<file path="src/rtl/ram8_pkg.sv">
// ram8_pkg: shared definitions for the 8x16 RAM burst initiator.
//   - default data width and address width of the RAM port
//   - PROFUNDIDADE: number of words in the RAM
//   - estado_t: state encoding of the burst FSM in mestre_ram8
package ram8_pkg;

    localparam int LARGURA_PADRAO  = 16;
    localparam int BITS_END_PADRAO = 3;
    localparam int PROFUNDIDADE    = 8;

    typedef enum logic [2:0] {
        OCIOSO   = 3'd0,
        LER      = 3'd1,
        ENTREGA  = 3'd2,
        ESCREVER = 3'd3,
        FIM      = 3'd4
    } estado_t;

endpackage

</file>
<file path="src/rtl/mestre_ram8_contador_endereco.sv">
// contador_endereco: address counter with load and natural-wrap increment.
// Shared by the RAM burst initiator and the program-counter path.
//   relogio_in     clock, rising edge
//   reinicia_in    asynchronous active-high reset, clears the count to 0
//   carrega_in     load base_in (takes priority over increment)
//   base_in        value to load
//   incrementa_in  advance by one, wrapping from all-ones to 0
//   valor_out      current count
module contador_endereco #(
    parameter int BITS = 3
) (
    input  logic            relogio_in,
    input  logic            reinicia_in,
    input  logic            carrega_in,
    input  logic [BITS-1:0] base_in,
    input  logic            incrementa_in,
    output logic [BITS-1:0] valor_out
);

    // NOTE: clocked state uses <= so every register samples pre-edge values;
    // a blocking = here would make the result depend on process ordering.
    always_ff @(posedge relogio_in or posedge reinicia_in) begin
        if (reinicia_in) begin
            valor_out <= '0;
        end else if (carrega_in) begin
            valor_out <= base_in;
        end else if (incrementa_in) begin
            valor_out <= valor_out + BITS'(1);
        end
    end

endmodule

</file>
<file path="src/rtl/mestre_ram8.sv">
// mestre_ram8: burst initiator for the 8x16 RAM (minha_ram8).
// A command in OCIOSO starts a read or write burst of 1..8 words from a base
// address, wrapping at the top of the RAM.
//   relogio_in / reinicia_in          clock, async active-high reset
//   inicio_in, modo_in, base_in,
//   quantidade_in                     command (modo 0 = read, 1 = write)
//   dado_in, dado_valido_in,
//   dado_pronto_out                   write-data stream (slave side)
//   dado_out, dado_valido_out,
//   dado_pronto_in                    read-data stream (registered master side)
//   ram_endereco_out, ram_dado_out,
//   ram_habilita_out, ram_dado_in     RAM port (combinational read)
//   ocupado_out                       high whenever a burst is in progress
//   concluido_out                     one-cycle pulse when a burst finishes
module mestre_ram8
    import ram8_pkg::*;
#(
    parameter int LARGURA  = LARGURA_PADRAO,
    parameter int BITS_END = BITS_END_PADRAO
) (
    input  logic                relogio_in,
    input  logic                reinicia_in,
    input  logic                inicio_in,
    input  logic                modo_in,
    input  logic [BITS_END-1:0] base_in,
    input  logic [BITS_END:0]   quantidade_in,
    input  logic [LARGURA-1:0]  dado_in,
    input  logic                dado_valido_in,
    output logic                dado_pronto_out,
    output logic [LARGURA-1:0]  dado_out,
    output logic                dado_valido_out,
    input  logic                dado_pronto_in,
    output logic [BITS_END-1:0] ram_endereco_out,
    output logic [LARGURA-1:0]  ram_dado_out,
    output logic                ram_habilita_out,
    input  logic [LARGURA-1:0]  ram_dado_in,
    output logic                ocupado_out,
    output logic                concluido_out
);

    // Longest burst: the whole RAM.
    localparam logic [BITS_END:0] MAXIMO = (BITS_END+1)'(2**BITS_END);
    localparam logic [BITS_END:0] UM     = (BITS_END+1)'(1);

    estado_t             estado, estado_prox;
    logic [BITS_END:0]   restante, restante_prox;
    logic [BITS_END-1:0] pc;
    logic                carrega, incrementa;
    logic                captura, libera;
    logic                escrevendo;

    contador_endereco #(
        .BITS (BITS_END)
    ) u_pc (
        .relogio_in    (relogio_in),
        .reinicia_in   (reinicia_in),
        .carrega_in    (carrega),
        .base_in       (base_in),
        .incrementa_in (incrementa),
        .valor_out     (pc)
    );

    // NOTE: every signal written here gets a default first, so no path
    // through the case leaves it unassigned and no latch is inferred.
    always_comb begin
        estado_prox   = estado;
        restante_prox = restante;
        carrega       = 1'b0;
        incrementa    = 1'b0;
        captura       = 1'b0;
        libera        = 1'b0;
        case (estado)
            OCIOSO: begin
                // A zero-length command is dropped without leaving OCIOSO.
                if (inicio_in && (quantidade_in != '0)) begin
                    carrega       = 1'b1;
                    restante_prox = (quantidade_in > MAXIMO) ? MAXIMO : quantidade_in;
                    estado_prox   = modo_in ? ESCREVER : LER;
                end
            end
            LER: begin
                captura     = 1'b1;
                estado_prox = ENTREGA;
            end
            ENTREGA: begin
                if (dado_pronto_in) begin
                    libera        = 1'b1;
                    incrementa    = 1'b1;
                    restante_prox = restante - UM;
                    estado_prox   = (restante == UM) ? FIM : LER;
                end
            end
            ESCREVER: begin
                if (dado_valido_in) begin
                    incrementa    = 1'b1;
                    restante_prox = restante - UM;
                    if (restante == UM) begin
                        estado_prox = FIM;
                    end
                end
            end
            FIM: begin
                estado_prox = OCIOSO;
            end
            default: begin
                estado_prox = OCIOSO;
            end
        endcase
    end

    always_ff @(posedge relogio_in or posedge reinicia_in) begin
        if (reinicia_in) begin
            estado          <= OCIOSO;
            restante        <= '0;
            dado_out        <= '0;
            dado_valido_out <= 1'b0;
        end else begin
            estado   <= estado_prox;
            restante <= restante_prox;
            // The read word is held until the consumer takes it.
            if (captura) begin
                dado_out        <= ram_dado_in;
                dado_valido_out <= 1'b1;
            end else if (libera) begin
                dado_valido_out <= 1'b0;
            end
        end
    end

    assign escrevendo       = (estado == ESCREVER);
    assign dado_pronto_out  = escrevendo;
    assign ram_habilita_out = escrevendo & dado_valido_in;
    assign ram_dado_out     = escrevendo ? dado_in : '0;
    assign ram_endereco_out = pc;
    assign ocupado_out      = (estado != OCIOSO);
    assign concluido_out    = (estado == FIM);

endmodule
</file>
<file path="config.mk">
export PLATFORM = sky130hd
export DESIGN_NAME = mestre_ram8
export DESIGN_NICKNAME = d
export VERILOG_FILES = /design/src/rtl/ram8_pkg.sv /design/src/rtl/mestre_ram8_contador_endereco.sv /design/src/rtl/mestre_ram8.sv
export SDC_FILE = /design/constraint.sdc
export NUM_CORES = 1
export LEC_CHECK = 0
export CORE_UTILIZATION = 34
export CTS_CLUSTER_SIZE = 12
export DETAILED_ROUTE_END_ITERATION = 6
export GPL_TIMING_DRIVEN = 0
export PLACE_DENSITY = 0.75
export SYNTH_ARGS = -nofsm -noshare
export SYNTH_HDL_FRONTEND = slang
export SYNTH_SLANG_ARGS = --single-unit
</file>
<file path="constraint.sdc">
create_clock -name relogio_in -period 1.65 [get_ports relogio_in]
set_input_delay 0.33 -clock relogio_in [delete_from_list [all_inputs] [get_ports relogio_in]]
set_output_delay 0.33 -clock relogio_in [all_outputs]
set_load 0.01 [all_outputs]
</file>
==> impl_metrics.py <==
metrics = {
    "critical_path": {
        "cp_slowest_cell": "dfrtp_1",
        "reg2reg_from": "estado[2]",
        "cpPeakStageDelay_ps": 420,
        "worst-path-max-fanout": 4,
        "cp_cell_sequence": "buf_6 -> buf_6 -> or3_4 -> buf_6",
        "worst_r2r_path_depth": 6,
        "end_kind": "primary output",
        "crit_buf_inv": 3,
        "r2r-end": "dado_out[15]",
        "worst-setup-path-type": "flop to primary output",
        "startpoint": "estado[2]",
        "cp_data_required_time_ps": 1320,
        "cpMostUsedCell": "buf_6",
        "cp-start-kind": "flop",
        "cp.arrival_ps": 1430,
        "critical_path.top_delay_family": "flip-flops",
        "cp.depth": 4,
        "crit_end": "ocupado_out",
        "reg2reg_slack_ps": 10,
    },
    "drt": {
        "met3WireLength_um": 344,
        "wl_per_cell_um": 14.3,
        "vias": 1328,
        "drc": 0,
        "drt-met1-wl_um": 1570,
        "top_layer_used": "met4",
        "drt_first_pass_iters": 4,
        "final_antenna_net_count": 0,
        "drtIter0Drc": 24,
        "wl_um": 3990,
        "wl_met2_um": 2030,
        "routed_via_density": 4.76,
    },
    "layout": {
        "diodes": 0,
        "drive_above_1_share": 0.345,
        "utilization": 0.654,
        "syn_to_final_growth_pct": 84.3,
        "mostFrequentLayoutCells": "64 x clkdlybuf4s50_1, 28 x buf_6, 27 x dfrtp_1, 16 x mux2_4, 14 x and2_4",
        "fin_nets": 278,
        "layout_commonest_cell": "clkdlybuf4s50_1",
    },
    "sta": {
        "rsz0062_at_grt": "yes",
        "fmax_mhz": 569,
        "period_minus_slack_ps": 1760,
        "setup_ws_ps": -108,
        "setup_tns_ps": -763,
        "hold_ws_ps": 523,
        "fin_skew_ps": 4.84,
        "hold_viol_final": 0,
        "maxSlewHeadroom": 0.310,
        "tightestPinTransition_ps": 1030,
        "fin_crit_sh": 1.07,
        "finalSetupViolCount": 18,
        "slew_viol_final": 0,
    },
    "placed_design": {
        "hpwlAfterDp_um": 2680,
        "place_ws_ps": -632,
        "io_buffers": 84,
        "gp_congestion": 0.766,
    },
    "clocking": {
        "path_clk_slew_ps": 100,
        "cts_root_buf": "clkbuf_8",
        "ctsHoldBuffers": 0,
        "cts_tree": "done",
        "ctsLongestPathBuffers": 2,
        "cts.sinks": 27,
        "cts_buffers": 3,
        "cts_max_level": 1,
        "clk_latency_ps": 280,
    },
    "synth": {
        "syn_inst": 131,
        "syn_area_um2": 1430,
        "yosysSeqAreaShare": 0.473,
        "synth_fp_nets": 179,
        "ys_types": 35,
        "syn_area_per_cell_um2": 10.9,
        "ys_ff_latch": 27,
        "yosys_warnings": 0,
    },
    "die": {
        "start_util": 0.355,
        "ios": 85,
        "die_area_um2": 4470,
        "coreArea_um2": 4030,
        "die_y_um": 66.8,
        "rows": 23,
        "fp.dieW_um": 66.8,
    },
    "power": {
        "power_density_nw_per_um2": 1780,
        "finalPower_uw": 4680,
        "switching_power_uw": 1630,
        "swShare": 0.348,
        "p_leak_uw": 0.00115,
        "intPower_uw": 3060,
        "p_clk_frac": 0.085,
        "power_frac_comb": 0.655,
        "irDropWorstVdd_mv": 0.872,
        "sequentialPowerShare": 0.260,
    },
    "run_status": {
        "violations": "negative setup slack",
        "status": "finished, violations left",
    },
    "global_route": {
        "grt_max_degree": 28,
        "grt_pass1_vias": 1235,
        "grt_pass1_wl_um": 5780,
        "antenna_found_initial": 0,
        "grt_use_total": 0.173,
        "grt_overflow": 0,
    },
    "min_path": {
        "hp-class": "flop to flop",
    },
    "run": {
        "drv_cap": 0,
    },
}
## area by class of cell
type	count	area, um2
Tap cell	50	62.6
Inverter	6	25.0
Clock inverter	1	7.51
Multi-Input combinational cell	92	816
Buffer	4	45.0
Timing Repair Buffer	96	961
Fill cell	324	1400
Sequential cell	27	676
Clock buffer	3	41.3
## Yosys cell counts, drive strengths merged
cell type  number  share of area
a21oi           4          0.014
a221oi          1         0.0061
a31oi           2         0.0088
and2           17          0.074
buf             6          0.027
dfrtp          27           0.47
ha              3          0.026
inv             6          0.016
mux2           16           0.13
mux2i           2          0.017
nand2           8          0.021
nand2b          2         0.0088
nand3           4          0.014
nand3b          1         0.0053
nand4bb         1         0.0079
nor2            8          0.023
nor3            5          0.025
nor3b           1         0.0053
o211a           1         0.0070
o211ai          1         0.0053
o21a            1         0.0053
o21ai           7          0.025
o22ai           1          0.014
o32ai           1         0.0061
o41a            1         0.0079
o41ai           1          0.011
or3             1         0.0079
xnor2           2          0.012
## layer usage
| layer | vias to the layer above | GRT usage |
|---|---|---|
| met5 | - | 0 |
| met4 | 0 | 0.0559 |
| met3 | 4 | 0.0445 |
| met2 | 57 | 0.314 |
| met1 | 615 | 0.195 |
| li1 | 652 | - |
## power groups by stage
stage,combinational [uW],sequential (uW),clock (uW)
2_1_floorplan,1150,1300,0
3_3_place_gp,2370,1190,0
3_5_place_dp,2400,1200,0
4_1_cts,2640,1190,397
5_1_grt,3330,1270,426
6_report,3070,1220,396
## metrics by stage
stage | cells | area [um2]
finish | 279 | 2630
global route | 279 | 2630
CTS | 277 | 2470
detailed placement | 265 | 2340
global placement | 265 | 2340
floorplan | 131 | 1440
## registers in the layout (all words and copies together), names as in the netlist
name             flops
dado_out            16
restante             4
estado               3
u_pc.valor_out       3
dado_valido_out      1
## worst min-delay path by stage
stage                 startpoint            to  slack, ps  cells past startpoint
finish              dado_out[14]  dado_out[14]        520                      1
global route        dado_out[12]  dado_out[12]        550                      1
CTS                  dado_out[3]   dado_out[3]        500                      1
detailed placement   dado_out[3]   dado_out[3]        470                      1
global placement     dado_out[3]   dado_out[3]        470                      1
floorplan            reinicia_in   dado_out[0]        380                      1
## worst reg2reg max path: cells and delay by family, from the launching register on
kind                   cells  cell delay, ps
AND/OR/NAND/NOR            1             230
multiplexers               1             310
buffers and inverters      4             580
flip-flops                 1             420
## cells by family (layout without fill, tap and decap cells)
| group | Yosys count | after routing | share of synthesized area |
|---|---|---|---|
| adder cells (fa/ha/maj) | 3 | 3 | 0.0263 |
| AO/OA/AOI/OAI | 21 | 21 | 0.110 |
| buffers and inverters | 12 | 110 | 0.0429 |
| flip-flops | 27 | 27 | 0.473 |
| AND/OR/NAND/NOR | 48 | 48 | 0.193 |
| XOR/XNOR | 2 | 2 | 0.0123 |
| multiplexers | 18 | 18 | 0.143 |
## timing repair
action / in CTS / in global routing
setup endpoints to repair: 30 / 42
gates cloned: 1 / 1
pin swaps: 17 / 6
gates resized for setup: 105 / 46
buffers inserted: 7 / 3
Note: power is estimated with default switching activity, not from simulation.
